$ cat config.mk
export PLATFORM = sky130hd
export DESIGN_NAME = instr_fetch
export DESIGN_NICKNAME = d
export VERILOG_FILES = /design/src/rtl/fetch_pkg.sv /design/src/rtl/fetch_queue.sv /design/src/rtl/instr_fetch.sv
export SDC_FILE = /design/constraint.sdc
export NUM_CORES = 1
export LEC_CHECK = 0
export ABC_AREA = 1
export CAP_MARGIN = 40
export CORE_MARGIN = 1.5
export CORE_UTILIZATION = 35
export CTS_CLUSTER_DIAMETER = 80
export DETAILED_ROUTE_END_ITERATION = 8
export SLEW_MARGIN = 20
export SYNTH_ARGS = -nofsm -noshare
export SYNTH_HDL_FRONTEND = slang
export SYNTH_SLANG_ARGS = --single-unit
export TNS_END_PERCENT = 30
$ cat constraint.sdc
create_clock -name clk -period 3.99 [get_ports clk]
set_input_delay 0.399 -clock clk [delete_from_list [all_inputs] [get_ports clk]]
set_output_delay 0.399 -clock clk [all_outputs]
set_load 0.005 [all_outputs]
$ cat src/rtl/fetch_pkg.sv
// Shared types and constants for the instruction fetch stage.
package fetch_pkg;

  typedef enum logic [1:0] {
    S_BOOT = 2'd0,
    S_RUN  = 2'd1,
    S_HALT = 2'd2
  } fetch_state_e;

  localparam logic [31:0] NOP_INSTR   = 32'h0000_0000;
  localparam int unsigned QUEUE_DEPTH = 2;

  typedef struct packed {
    logic [31:0] instr;
    logic [31:0] pc;
  } fetch_entry_t;

  function automatic logic [31:0] word_align(input logic [31:0] addr);
    return {addr[31:2], 2'b00};
  endfunction

endpackage

$ cat src/rtl/fetch_queue.sv
// Two-entry FIFO of {instruction, pc} pairs between instruction memory and decode.
// Flush empties the queue and takes priority over push and pop.
module fetch_queue
  import fetch_pkg::*;
(
  input  logic         clk,
  input  logic         rst,
  input  logic         flush,
  input  logic         push,
  input  fetch_entry_t push_entry,
  input  logic         pop,
  output fetch_entry_t head,
  output logic [1:0]   count
);

  fetch_entry_t entries_q [QUEUE_DEPTH];
  fetch_entry_t entries_d [QUEUE_DEPTH];
  logic         rd_ptr_q, rd_ptr_d;
  logic         wr_ptr_q, wr_ptr_d;
  logic [1:0]   count_q, count_d;
  logic         do_push_s, do_pop_s;

  // Next-state for storage, pointers and occupancy.
  always_comb begin
    entries_d = entries_q;
    rd_ptr_d  = rd_ptr_q;
    wr_ptr_d  = wr_ptr_q;
    count_d   = count_q;
    do_pop_s  = pop && (count_q != 2'd0);
    do_push_s = push && ((count_q < 2'd2) || do_pop_s);
    if (flush) begin
      rd_ptr_d = 1'b0;
      wr_ptr_d = 1'b0;
      count_d  = 2'd0;
    end else begin
      if (do_push_s) begin
        entries_d[wr_ptr_q] = push_entry;
        wr_ptr_d            = ~wr_ptr_q;
      end else begin
        wr_ptr_d = wr_ptr_q;
      end
      if (do_pop_s) begin
        rd_ptr_d = ~rd_ptr_q;
      end else begin
        rd_ptr_d = rd_ptr_q;
      end
      count_d = count_q + {1'b0, do_push_s} - {1'b0, do_pop_s};
    end
  end

  // Queue state register.
  always_ff @(posedge clk) begin
    if (rst) begin
      entries_q <= '{default: '0};
      rd_ptr_q  <= 1'b0;
      wr_ptr_q  <= 1'b0;
      count_q   <= 2'd0;
    end else begin
      entries_q <= entries_d;
      rd_ptr_q  <= rd_ptr_d;
      wr_ptr_q  <= wr_ptr_d;
      count_q   <= count_d;
    end
  end

  assign head  = entries_q[rd_ptr_q];
  assign count = count_q;

endmodule

$ cat src/rtl/instr_fetch.sv
// Instruction fetch: PC, credit-based memory requests, redirect/flush, 2-entry queue to decode.
// Optional macro FETCH_MISALIGN_TRAP_EN: misaligned redirect halts fetch and raises misalign_err.
module instr_fetch
  import fetch_pkg::*;
#(
  parameter logic [31:0] RESET_PC = 32'h0000_0000
) (
  input  logic        clk,
  input  logic        rst,
  output logic        imem_req,
  output logic [31:0] imem_addr,
  input  logic [31:0] imem_rdata,
  input  logic        branch_taken,
  input  logic [31:0] branch_target,
  output logic [31:0] instruction,
  output logic [31:0] pc_out,
  output logic        valid,
  input  logic        ready,
  output logic        misalign_err
);

  fetch_state_e state_q, state_d;
  logic [31:0]  fetch_pc_q, fetch_pc_d;
  logic         inflight_q, inflight_d;
  logic [31:0]  inflight_pc_q, inflight_pc_d;
  logic         misalign_err_q, misalign_err_d;

  fetch_entry_t q_head_s, resp_entry_s, head_s;
  logic [1:0]   q_count_s;
  logic         q_push_s, q_pop_s;
  logic         valid_s, handshake_s, imem_req_s, misalign_s;
  logic [2:0]   occupancy_s;

  // Handshake, credit check and queue control; an empty queue forwards the arriving word.
  always_comb begin
    resp_entry_s = '{instr: imem_rdata, pc: inflight_pc_q};
    valid_s      = (q_count_s != 2'd0) || inflight_q;
    head_s       = (q_count_s != 2'd0) ? q_head_s : resp_entry_s;
    handshake_s  = valid_s && ready;
    occupancy_s  = {1'b0, q_count_s} + {2'b00, inflight_q} - {2'b00, handshake_s};
    q_push_s     = inflight_q && !branch_taken && !((q_count_s == 2'd0) && handshake_s);
    q_pop_s      = handshake_s && (q_count_s != 2'd0) && !branch_taken;
    imem_req_s   = (state_q == S_RUN) && !branch_taken && !rst && (occupancy_s < 3'd2);
`ifdef FETCH_MISALIGN_TRAP_EN
    misalign_s   = branch_taken && (branch_target[1:0] != 2'b00);
`else
    misalign_s   = 1'b0;
`endif
  end

  // PC, in-flight tracking, sticky error and FSM next state.
  always_comb begin
    fetch_pc_d     = fetch_pc_q;
    inflight_d     = imem_req_s;
    inflight_pc_d  = inflight_pc_q;
    misalign_err_d = misalign_err_q | misalign_s;
    state_d        = state_q;
    if (branch_taken) begin
      fetch_pc_d = word_align(branch_target);
    end else if (imem_req_s) begin
      fetch_pc_d = fetch_pc_q + 32'd4;
    end else begin
      fetch_pc_d = fetch_pc_q;
    end
    if (imem_req_s) begin
      inflight_pc_d = fetch_pc_q;
    end else begin
      inflight_pc_d = inflight_pc_q;
    end
    case (state_q)
      S_BOOT:  state_d = S_RUN;
      S_RUN:   state_d = misalign_s ? S_HALT : S_RUN;
      S_HALT:  state_d = S_HALT;
      default: state_d = S_BOOT;
    endcase
  end

  // Control state register.
  always_ff @(posedge clk) begin
    if (rst) begin
      state_q        <= S_BOOT;
      fetch_pc_q     <= RESET_PC;
      inflight_q     <= 1'b0;
      inflight_pc_q  <= 32'h0000_0000;
      misalign_err_q <= 1'b0;
    end else begin
      state_q        <= state_d;
      fetch_pc_q     <= fetch_pc_d;
      inflight_q     <= inflight_d;
      inflight_pc_q  <= inflight_pc_d;
      misalign_err_q <= misalign_err_d;
    end
  end

  fetch_queue u_queue (
    .clk        (clk),
    .rst        (rst),
    .flush      (branch_taken),
    .push       (q_push_s),
    .push_entry (resp_entry_s),
    .pop        (q_pop_s),
    .head       (q_head_s),
    .count      (q_count_s)
  );

  assign imem_req     = imem_req_s;
  assign imem_addr    = fetch_pc_q;
  assign valid        = valid_s;
  assign instruction  = valid_s ? head_s.instr : NOP_INSTR;
  assign pc_out       = valid_s ? head_s.pc : 32'h0000_0000;
  assign misalign_err = misalign_err_q;

endmodule

After elaboration in Yosys (flattened, before gate mapping):

Index checks and enable logic that the tools add are counted.

* logic and storage cells: 65
* bits in registers: 199

* order comparisons: 5
* equal/unequal tests: 2
* reduce and logical (&&, ||, !) cells: 24
* muxes and demuxes: 12
* $add $sub $neg: 5
* bitwise gates (word level): 5

Operators by type and width (count)
* 64-bit two-way mux: 5
* 128-bit bitwise mux: 1
* 32-bit two-way mux: 4
* 64-bit demux with 1-bit select: 1
* 32-bit by 3-bit adder with 32-bit output, second input constant: 1
* 1-bit logical AND: 12
* 2-bit greater-or-equal comparator, second input constant: 2
* 2-bit logical NOT: 2
* 1-bit NOT with 2-bit output: 2
* 2-bit case mux with 2 select lines: 1
* 2-bit nonzero test: 2
* 2-bit OR reduction: 2
* 2-bit by 1-bit adder with 3-bit output: 1
* 1-bit logical NOT: 3
* 3-bit by 2-bit < comparator with 1-bit output, second input constant: 1
* 1-bit NOT: 3
* 3-bit by 1-bit subtractor with 3-bit output: 1
* 2-bit by 1-bit adder with 2-bit output: 1
* 2-bit by 1-bit == test with 1-bit output, second input constant: 1
* 2-bit == test, second input constant: 1
* 1-bit logical OR: 2
* 2-bit by 1-bit < comparator with 1-bit output, second input constant: 1
* 2-bit < comparator, second input constant: 1
* 2-bit AND reduction: 1
* 2-bit by 1-bit subtractor with 2-bit output: 1

Longest topological paths before layout:

Gate-level depths: netlist of the first run.

* depth after elaboration: 10
* depth in mapped cells: 20

By module:

A second synthesis of the first run with hierarchy kept.

* cell total of the unflattened synthesis: 1793
* area, all modules: 10781.6 µm²

Modules (own cells, without submodules)
* fetch_queue: cells an instance 1004, instances 1, area an instance 6312.3 µm²
* instr_fetch: cells an instance 789, instances 1, area an instance 4469.3 µm²

Worst setup path after synthesis of the first run:

OpenSTA, ideal clock, no wires.

* path kind: register -> output
* from: reg u_queue.count_q[1] (netlist: u_queue.count[1])
* to: out imem_req
* setup slack: 0.799 ns
* data required time: 3.591 ns
* data arrival time: 2.792 ns
* stages on the path, launching flop included: 14
* cell sequence: dfxtp_1 > inv_2 > nand2_2 > clkbuf_1 > clkbuf_1 > nor2_1 > nor2_1 > ha_1 > or2_2 > fa_1 > nand3_1 > nor2_2 > buf_4 > buf_2

* word-level cells in the longest chain between the ends: 6

RTL lines
* start, declared: RTL line fetch_queue.sv:20 `logic [1:0] count_q, count_d;`
* start signal, assigned: RTL line fetch_queue.sv:62 `count_q <= count_d;`
* branches (longest 3 deep; another with 2-bit by 1-bit adder with 3-bit output)
* 3-bit by 1-bit subtractor with 3-bit output (*): RTL line instr_fetch.sv:40 `occupancy_s = {1'b0, q_count_s} + {2'b00, inflight_q} - {2'b00, handshake_s};`
* 3-bit by 2-bit < comparator with 1-bit output (*): RTL line instr_fetch.sv:43 `imem_req_s = (state_q == S_RUN) && !branch_taken && !rst && (occupancy_s < 3'd2);`
* 1-bit logical AND (*): RTL line instr_fetch.sv:43
* end, declared: RTL line instr_fetch.sv:10 `output logic imem_req,`

Every way passes the cells marked *.

Final worst setup path of the first run:

Same ends and word-level chain as after synthesis.

==> metrics.txt, run 1 <==
# TYPE chip_impl_metric gauge
chip_impl_metric{name="globalplace.congestion",unit=""} 0.927
chip_impl_metric{name="detail_route.first_pass.iterations",unit=""} 5
chip_impl_info{name="synth_ff_type",value="sky130_fd_sc_hd__dfxtp_1"} 1
chip_impl_metric{name="post_synth_and_or_nand_nor_area_fraction",unit="%"} 22.2
chip_impl_metric{name="floorplan.die_area",unit="mm^2"} 0.0273
chip_impl_metric{name="clk_transition_reported_paths",unit="ns"} 0.08
chip_impl_metric{name="yosysWarnings",unit=""} 0
chip_impl_metric{name="post-cts-setup-buffers",unit=""} 0
chip_impl_info{name="grt_setup_unrepaired",value="false"} 1
chip_impl_metric{name="synth.mux.area_fraction",unit="%"} 0
chip_impl_metric{name="cts-buffers-inserted",unit=""} 17
chip_impl_metric{name="post_synth_edffs",unit=""} 0
chip_impl_metric{name="groute.layer.met3.usage",unit="%"} 2.67
chip_impl_metric{name="final_min_period_over_clock_period",unit="%"} 86.9
chip_impl_metric{name="required",unit="ns"} 3.59
chip_impl_metric{name="stdcell_count",unit=""} 1805
chip_impl_info{name="crit_path_start_kind",value="flop"} 1
chip_impl_metric{name="drc",unit=""} 0
chip_impl_metric{name="syn-cell-area",unit="mm^2"} 0.00923
chip_impl_metric{name="worstPathMaxFanout",unit=""} 5
chip_impl_metric{name="yosys_register_bits",unit=""} 191
chip_impl_metric{name="switching_share",unit="%"} 26.3
chip_impl_metric{name="floorplan.initialDensity",unit="%"} 35.5
chip_impl_info{name="busiest_layer",value="met2"} 1
chip_impl_metric{name="vias",unit=""} 8872
chip_impl_metric{name="clk-insertion-delay-late",unit="ns"} 0.44
chip_impl_info{name="run_status",value="complete, no violations"} 1
chip_impl_info{name="synth.area.top_cells",value="sky130_fd_sc_hd__dfxtp_1 (41%), sky130_fd_sc_hd__nand2_1 (13%), sky130_fd_sc_hd__o21ai_0 (9.2%)"} 1
chip_impl_metric{name="power.share.sequential",unit="%"} 47.9
chip_impl_metric{name="layout.nets",unit=""} 1529
chip_impl_info{name="synth.cells.most_frequent",value="sky130_fd_sc_hd__nand2_1 (325), sky130_fd_sc_hd__dfxtp_1 (191), sky130_fd_sc_hd__o21ai_0 (169), sky130_fd_sc_hd__nor2_1 (157), sky130_fd_sc_hd__inv_1 (109)"} 1
chip_impl_metric{name="detailed_place_hpwl",unit="um"} 17600
chip_impl_metric{name="die_y",unit="um"} 165
chip_impl_info{name="timing_worst_setup_path_type",value="reg -> out"} 1
chip_impl_metric{name="cts_max_level",unit=""} 4
chip_impl_metric{name="timing.final.hold_violations",unit=""} 0
chip_impl_metric{name="post_dp_cell_area",unit="mm^2"} 0.0110
chip_impl_metric{name="placed_cells",unit=""} 1773
chip_impl_metric{name="antenna_found_initial",unit=""} 0
chip_impl_metric{name="grt_use_met2",unit="%"} 32.6
chip_impl_metric{name="drt-initial-drc-count",unit=""} 645
chip_impl_metric{name="post_synth_xor_area_fraction",unit="%"} 1.33
chip_impl_info{name="min-delay-path-class",value="reg -> reg"} 1
chip_impl_metric{name="ys_async_sr_fraction",unit="%"} 0
chip_impl_info{name="post-synth-top-area-cell",value="sky130_fd_sc_hd__dfxtp_1"} 1
chip_impl_metric{name="synth_compound_area_share",unit="%"} 24.7
chip_impl_info{name="dominant_combinational_cell_family_by_area_after_synthesis",value="compound AO/OA/AOI/OAI gates"} 1
chip_impl_info{name="clock_root_buffer",value="sky130_fd_sc_hd__clkbuf_16"} 1
chip_impl_metric{name="clock.fmax",unit="MHz"} 288
chip_impl_metric{name="post-route-min-period",unit="ns"} 3.47
chip_impl_metric{name="grt_first_pass_wirelength",unit="um"} 43600
chip_impl_metric{name="synthesis.instances",unit=""} 1350
chip_impl_metric{name="via_per_inst",unit=""} 4.92
chip_impl_metric{name="cts-resized-gates",unit=""} 0
chip_impl_metric{name="synth_cell_type_count",unit=""} 32
chip_impl_metric{name="fp-row-count",unit=""} 59
chip_impl_metric{name="final_layout_size_suffix_gt1_share",unit="%"} 8.57
chip_impl_metric{name="final_max_slew_viol_count",unit=""} 0
chip_impl_metric{name="arrival",unit="ns"} 3.07
chip_impl_metric{name="wirelength",unit="um"} 27500
chip_impl_metric{name="drt-wirelength-per-cell",unit="um"} 15.2
chip_impl_metric{name="synth_adder_area_share",unit="%"} 0.624
chip_impl_metric{name="syn-mean-instance-area",unit="um^2"} 6.83
chip_impl_metric{name="cts_max_path_buffers",unit=""} 2
chip_impl_metric{name="vdd.ir_drop.worst",unit="mV"} 0.214
chip_impl_metric{name="switching_power",unit="uW"} 1120
chip_impl_metric{name="num_antenna_cells",unit=""} 0
chip_impl_metric{name="pin_count_of_the_biggest_net_entering_global_routing",unit=""} 65
chip_impl_metric{name="max_cap_violations",unit=""} 0
chip_impl_metric{name="detail-route-antenna-nets",unit=""} 0
chip_impl_metric{name="pwr_density_cell",unit="mW/mm^2"} 365
chip_impl_metric{name="pwr-share-comb",unit="%"} 9.6
chip_impl_metric{name="globalRouteMet1Util",unit="%"} 28.4
chip_impl_metric{name="internal_power",unit="uW"} 3120
chip_impl_metric{name="post-route-worst-setup-slack",unit="ns"} 0.522
chip_impl_metric{name="fp.coreArea",unit="mm^2"} 0.0260
chip_impl_metric{name="pwr-share-clk",unit="%"} 42.5
chip_impl_metric{name="clock_sinks",unit=""} 191
chip_impl_info{name="critical_path.endpoint_type",value="primary output"} 1
chip_impl_metric{name="final.setup.tns",unit="ns"} 0
chip_impl_metric{name="detailedPlace.worstSlack",unit="ns"} 0.569
chip_impl_metric{name="relSlewSlack",unit="%"} 47.1
chip_impl_metric{name="grt-ovfl-total",unit=""} 0
chip_impl_info{name="tritoncts",value="yes"} 1
chip_impl_metric{name="finalInstanceArea",unit="mm^2"} 0.0116
chip_impl_metric{name="numPortBuffers",unit=""} 159
chip_impl_metric{name="first_global_vias",unit=""} 8210
chip_impl_metric{name="area_growth_from_synthesis_to_layout",unit="%"} 25.8
chip_impl_metric{name="dieWidth",unit="um"} 165
chip_impl_metric{name="worstMarginPinSlew",unit="ns"} 0.793
chip_impl_metric{name="synth_top_cell_area_share",unit="%"} 41.4
chip_impl_metric{name="power.leakage",unit="uW"} 0.00414
chip_impl_metric{name="groute.usage.overall",unit="%"} 20.4
chip_impl_metric{name="floorplan.io_pins",unit=""} 167
chip_impl_metric{name="holdBufCountCts",unit=""} 0
chip_impl_info{name="yosysMostFrequentCell",value="sky130_fd_sc_hd__nand2_1"} 1
chip_impl_metric{name="fraction_of_the_yosys_area_taken_by_sequential_cells",unit="%"} 41.4
chip_impl_metric{name="clock-skew-final",unit="ns"} 0.0114
chip_impl_metric{name="timing.final.setup_violations",unit=""} 0
-- sequential cells by signal, summed over array words and instances, names as in the netlist --
signal and flops:
imem_addr 30, inflight_pc_q 30, inflight_q 1, state_q 2, u_queue.count 2, u_queue.entries_q 124
u_queue.rd_ptr_q 1, u_queue.wr_ptr_q 1
-- power groups by stage --
stage | Sequential (uW) | Combinational, uW | Clock, uW
5_1_grt | 2040 | 452 | 1920
3_5_place_dp | 2070 | 407 | 0
2_1_floorplan | 2050 | 214 | 0
6_report | 2030 | 407 | 1800
4_1_cts | 2030 | 410 | 1840
3_3_place_gp | 2070 | 404 | 0
-- kinds of logic (layout without fill, tap and decap cells) --
| kind of cell | count (synthesis) | after routing |
|---|---|---|
| other | 1 | 5 |
| adders and majority gates | 4 | 4 |
| buffers and inverters | 206 | 322 |
| and+or+nand+nor | 526 | 526 |
| DFF | 191 | 191 |
| AOI/OAI and AO/OA | 408 | 408 |
| xor gates and xnor gates | 14 | 14 |
-- critical path, cell delays in order, from the launching register on --
cell                              delay [ns]
sky130_fd_sc_hd__dfxtp_1                0.47
sky130_fd_sc_hd__inv_2                  0.07
sky130_fd_sc_hd__nand2_2                0.06
sky130_fd_sc_hd__nor2_1                 0.05
sky130_fd_sc_hd__nor2_1                 0.09
sky130_fd_sc_hd__ha_1                   0.22
sky130_fd_sc_hd__or2_2                  0.30
sky130_fd_sc_hd__fa_1                   0.48
sky130_fd_sc_hd__nand3_1                0.15
sky130_fd_sc_hd__nor2_4                 0.21
sky130_fd_sc_hd__clkdlybuf4s50_1        0.53
-- cells in the final DEF, fill, tap and decap left out, drive strengths merged --
master | Yosys | final
clkbuf | 54 | 18
dfxtp | 191 | 191
and2 | 1 | 1
a31oi | 4 | 4
a22oi | 1 | 1
nand3 | 29 | 29
a21oi | 164 | 164
nand2 | 327 | 327
fa | 1 | 1
xnor2 | 5 | 5
xor2 | 9 | 9
clkdlybuf4s50 | 0 | 158
o211ai | 3 | 3
or2 | 3 | 3
bufinv | 0 | 2
inv | 115 | 120
clkinv | 0 | 7
nor2 | 161 | 161
buf | 37 | 17
nand3b | 1 | 1
conb | 1 | 5
nand4 | 2 | 2
o21ai | 236 | 236
nor3 | 2 | 2
ha | 3 | 3
-- final timing paths --
check | to | start | depth (start not counted) | slack (ns)
max reg2reg | imem_addr[11] | u_queue.count[1] | 14 | 0.90
min reg2reg | state_q[0] | state_q[1] | 1 | 0.43
max | imem_req | u_queue.count[1] | 10 | 0.52
min | state_q[0] | state_q[1] | 1 | 0.43
-- layout make-up --
type	instances	area, um^2
fill	2712	14400
multi-input combinational	957	4540
sequential	191	3820
timing repair buffer	175	1770
clock buffer	18	439
inverter	115	432
tap	335	419
clock inverter	14	176
-- routing by layer --
layer,wire [um],share of wire (%),up-vias
met3,1100,4.0,24
li1,-,-,4559
met5,0,0,-
met1,13400,49,4092
met2,12600,46,197
met4,391,1.4,0
-- metrics by stage --
stage,hold slack (ns),power [uW],utilization [%]
2_1_floorplan,0.393,2270,-
3_3_place_gp,0.400,2470,42.3
3_5_place_dp,0.409,2480,42.3
4_1_cts,0.408,4280,44.7
5_1_grt,0.443,4410,44.7
6_report,0.428,4240,44.7
Note: power is estimated with default switching activity, not from simulation.
==> run 2: changes to the inputs <==
--- a/config.mk
+++ b/config.mk
@@ -7,12 +7,16 @@
 export LEC_CHECK = 0
 export ABC_AREA = 1
 export CAP_MARGIN = 40
+export CELL_PAD_IN_SITES_DETAIL_PLACEMENT = 0
+export CELL_PAD_IN_SITES_GLOBAL_PLACEMENT = 2
 export CORE_MARGIN = 1.5
-export CORE_UTILIZATION = 35
+export CORE_UTILIZATION = 28
 export CTS_CLUSTER_DIAMETER = 80
 export DETAILED_ROUTE_END_ITERATION = 8
+export PLACE_DENSITY_LB_ADDON = 0.1
 export SLEW_MARGIN = 20
 export SYNTH_ARGS = -nofsm -noshare
 export SYNTH_HDL_FRONTEND = slang
+export SYNTH_HIERARCHICAL = 1
 export SYNTH_SLANG_ARGS = --single-unit
 export TNS_END_PERCENT = 30
==> run 2 against run 1 <==
Against the previous run: maximum frequency shrank 3.5%; final area rose by 15%; worst hold slack got worse by 0.0069 ns; clock skew down 0.0044 ns; non-clock buffer count up 10; synthesized cell count rose by 33%; combinational power increased by 4%; sequential share of layout area is 3.7 points lower; highest routed layer unchanged; utilization decreased by 9.3 points; critical path depth rose by 3; first-iteration DRC count down 10%; cell count is 34% higher; largest power group unchanged.
==> metrics.txt, run 2 <==
# TYPE chip_impl_metric gauge
chip_impl_metric{name="arrival",unit="ns"} 3.19
chip_impl_metric{name="wirelength",unit="um"} 35600
chip_impl_metric{name="layout.nets",unit=""} 1962
chip_impl_info{name="busiest_layer",value="met2"} 1
chip_impl_metric{name="detail-route-antenna-nets",unit=""} 0
chip_impl_metric{name="post-cts-setup-buffers",unit=""} 0
chip_impl_metric{name="holdBufCountCts",unit=""} 0
chip_impl_metric{name="timing.final.hold_violations",unit=""} 0
chip_impl_metric{name="syn-mean-instance-area",unit="um^2"} 6.01
chip_impl_metric{name="num_antenna_cells",unit=""} 0
chip_impl_metric{name="clk-insertion-delay-late",unit="ns"} 0.44
chip_impl_metric{name="yosysWarnings",unit=""} 6
chip_impl_info{name="timing_worst_setup_path_type",value="reg -> out"} 1
chip_impl_metric{name="drt-initial-drc-count",unit=""} 579
chip_impl_metric{name="vdd.ir_drop.worst",unit="mV"} 0.317
chip_impl_metric{name="floorplan.initialDensity",unit="%"} 28.6
chip_impl_metric{name="via_per_inst",unit=""} 4.41
chip_impl_info{name="timing.critical_path.cells",value="nor2_4 -> inv_1 -> nor2_1 -> nor2_1 -> ha_1 -> inv_1 -> nand2_1 -> fa_1 -> nand2_1 -> nor2_4 -> nand3_4 -> inv_2 -> clkdlybuf4s50_1"} 1
chip_impl_metric{name="clock_sinks",unit=""} 195
chip_impl_metric{name="yosys_register_bits",unit=""} 195
chip_impl_metric{name="max_cap_violations",unit=""} 0
chip_impl_metric{name="floorplan.die_area",unit="mm^2"} 0.0397
chip_impl_metric{name="power.leakage",unit="uW"} 0.00623
chip_impl_metric{name="synth_cell_type_count",unit=""} 36
chip_impl_metric{name="fp.coreArea",unit="mm^2"} 0.0378
chip_impl_metric{name="antenna_found_initial",unit=""} 0
chip_impl_metric{name="pwr_density_cell",unit="mW/mm^2"} 308
chip_impl_info{name="clock_root_buffer",value="sky130_fd_sc_hd__clkbuf_16"} 1
chip_impl_info{name="tritoncts",value="yes"} 1
chip_impl_metric{name="power_total",unit="uW"} 4110
chip_impl_metric{name="cts-buffers-inserted",unit=""} 17
chip_impl_metric{name="required",unit="ns"} 3.59
chip_impl_metric{name="cts_max_level",unit=""} 4
chip_impl_metric{name="final_min_period_over_clock_period",unit="%"} 90.1
chip_impl_metric{name="worstPathMaxFanout",unit=""} 12
chip_impl_metric{name="cts_max_path_buffers",unit=""} 2
chip_impl_metric{name="synthesis.instances",unit=""} 1793
chip_impl_metric{name="globalplace.congestion",unit=""} 0.767
chip_impl_metric{name="ys_async_sr_fraction",unit="%"} 0
chip_impl_metric{name="die_y",unit="um"} 199
chip_impl_metric{name="drc",unit=""} 0
chip_impl_info{name="crit_path_start_kind",value="flop"} 1
chip_impl_metric{name="fillers",unit=""} 4161
chip_impl_info{name="run_status",value="complete, no violations"} 1
chip_impl_metric{name="worstMarginPinSlew",unit="ns"} 0.822
chip_impl_metric{name="groute.usage.overall",unit="%"} 18.5
chip_impl_info{name="critical-path-top-delay-family",value="simple AND/OR/NAND/NOR gates"} 1
chip_impl_metric{name="vias",unit=""} 10600
chip_impl_metric{name="pin_count_of_the_biggest_net_entering_global_routing",unit=""} 67
chip_impl_info{name="synth.cells.most_frequent",value="sky130_fd_sc_hd__nand2_1 (524), sky130_fd_sc_hd__nor2_1 (345), sky130_fd_sc_hd__inv_1 (242), sky130_fd_sc_hd__dfxtp_1 (195), sky130_fd_sc_hd__o21ai_0 (129)"} 1
chip_impl_metric{name="globalRouteMet1Util",unit="%"} 25.4
chip_impl_metric{name="clk_transition_reported_paths",unit="ns"} 0.06
chip_impl_metric{name="post-route-min-period",unit="ns"} 3.59
chip_impl_info{name="critPathSlowestCell",value="sky130_fd_sc_hd__clkdlybuf4s50_1"} 1
chip_impl_info{name="synth.area.top_cells",value="sky130_fd_sc_hd__dfxtp_1 (36%), sky130_fd_sc_hd__nand2_1 (18%), sky130_fd_sc_hd__nor2_1 (12%)"} 1
chip_impl_metric{name="post_synth_edffs",unit=""} 0
chip_impl_metric{name="critical_path.max_stage_delay",unit="ns"} 0.51
chip_impl_info{name="synth_ff_type",value="sky130_fd_sc_hd__dfxtp_1"} 1
chip_impl_metric{name="fp-row-count",unit=""} 71
chip_impl_metric{name="first_global_vias",unit=""} 10200
chip_impl_info{name="layout.cells.most_common",value="sky130_fd_sc_hd__nand2_1"} 1
chip_impl_metric{name="grt-ovfl-total",unit=""} 0
chip_impl_metric{name="detailed_place_hpwl",unit="um"} 22400
chip_impl_metric{name="largest_register_ffs",unit=""} 128
chip_impl_metric{name="syn-cell-area",unit="mm^2"} 0.0108
chip_impl_info{name="min-delay-path-class",value="reg -> reg"} 1
chip_impl_metric{name="numPortBuffers",unit=""} 161
chip_impl_metric{name="timing.critical_path.buf_inv",unit=""} 4
chip_impl_metric{name="drt-wirelength-per-cell",unit="um"} 14.8
chip_impl_info{name="critical_path.endpoint_type",value="primary output"} 1
chip_impl_info{name="post-synth-top-area-cell",value="sky130_fd_sc_hd__dfxtp_1"} 1
chip_impl_metric{name="fraction_of_the_yosys_area_taken_by_sequential_cells",unit="%"} 36.2
chip_impl_metric{name="clock-skew-final",unit="ns"} 0.00698
chip_impl_metric{name="dieWidth",unit="um"} 199
chip_impl_info{name="layout_common_cells",value="sky130_fd_sc_hd__nand2_1 (524), sky130_fd_sc_hd__nor2_1 (345), sky130_fd_sc_hd__inv_1 (241)"} 1
chip_impl_metric{name="final_layout_size_suffix_gt1_share",unit="%"} 4.16
chip_impl_info{name="max_flop_register",value="u_queue/entries_q"} 1
chip_impl_metric{name="grt_first_pass_wirelength",unit="um"} 56700
chip_impl_info{name="grt_setup_unrepaired",value="false"} 1
chip_impl_metric{name="groute.layer.met3.usage",unit="%"} 3.21
chip_impl_metric{name="final.setup.tns",unit="ns"} 0
chip_impl_metric{name="final_max_slew_viol_count",unit=""} 0
chip_impl_metric{name="floorplan.io_pins",unit=""} 167
chip_impl_metric{name="area_growth_from_synthesis_to_layout",unit="%"} 23.7
chip_impl_metric{name="timing.final.setup_violations",unit=""} 0
chip_impl_metric{name="synth_top_cell_area_share",unit="%"} 36.2
chip_impl_metric{name="clock.fmax",unit="MHz"} 278
chip_impl_info{name="yosysMostFrequentCell",value="sky130_fd_sc_hd__nand2_1"} 1
chip_impl_metric{name="cts-resized-gates",unit=""} 0
chip_impl_metric{name="detail_route.first_pass.iterations",unit=""} 5
chip_impl_metric{name="relSlewSlack",unit="%"} 45.2
chip_impl_metric{name="grt_use_met2",unit="%"} 30.0
[run 2: layout make-up]
class                           count  area (um^2)  area share (%)
Multi-Input combinational cell   1242         5430            40.7
Timing Repair Buffer              185         1890            14.2
Inverter                          248          933            7.00
Clock inverter                      3         21.3           0.159
Sequential cell                   195         3910            29.3
Clock buffer                       27          513            3.85
Tap cell                          511          639            4.79
[run 2: path summary, 6_finish.rpt]
path                            depth (start not counted)      endpoint             start  slack (ns)
worst min-delay path                                    1    state_q[1]        state_q[0]        0.42
worst max-delay path                                   13      imem_req  u_queue/count[1]        0.40
worst max register to register                         15  imem_addr[5]  u_queue/count[1]        0.91
worst min register to register                          1    state_q[1]        state_q[0]        0.42
[run 2: kinds of logic (layout without fill, tap and decap cells)]
logic type,count (synthesis),after routing,share of synthesized area [%]
other,1,7,0.0348
flip-flops,195,195,36.2
XOR/XNOR,6,6,0.487
AND/OR/NAND/NOR,1056,1056,40.7
buffers and inverters,362,463,13.9
adder cells (fa/ha/maj),5,5,0.650
AO/OA/AOI/OAI,168,168,8.03
[run 2: per-stage QoR]
step                utilization, %  instances  setup WS [ns]  instance area [um^2]  hold slack, ns
floorplan                        -       1799           1.29                 10800           0.390
global placement              33.7       2377          0.429                 12700           0.408
detailed placement            33.9       2381          0.491                 12800           0.414
CTS                           35.3       2411          0.334                 13300           0.424
global route                  35.3       2411          0.143                 13300           0.446
finish                        35.3       2411          0.396                 13300           0.421
[run 2: power by group]
part	internal [uW]	leakage [uW]	total (uW)	switching [uW]
logic	193	0.00439	424	230
clock network	877	0.000260	1650	769
registers	1990	0.00158	2050	56.8
total	3060	0.00623	4110	1060
[run 2: routing by layer]
layer / part of all wire [%] / vias to the layer above
met4: 1.0 / 0
li1: - / 5668
met2: 44 / 176
met3: 3.4 / 19
met5: 0 / -
met1: 51 / 4776
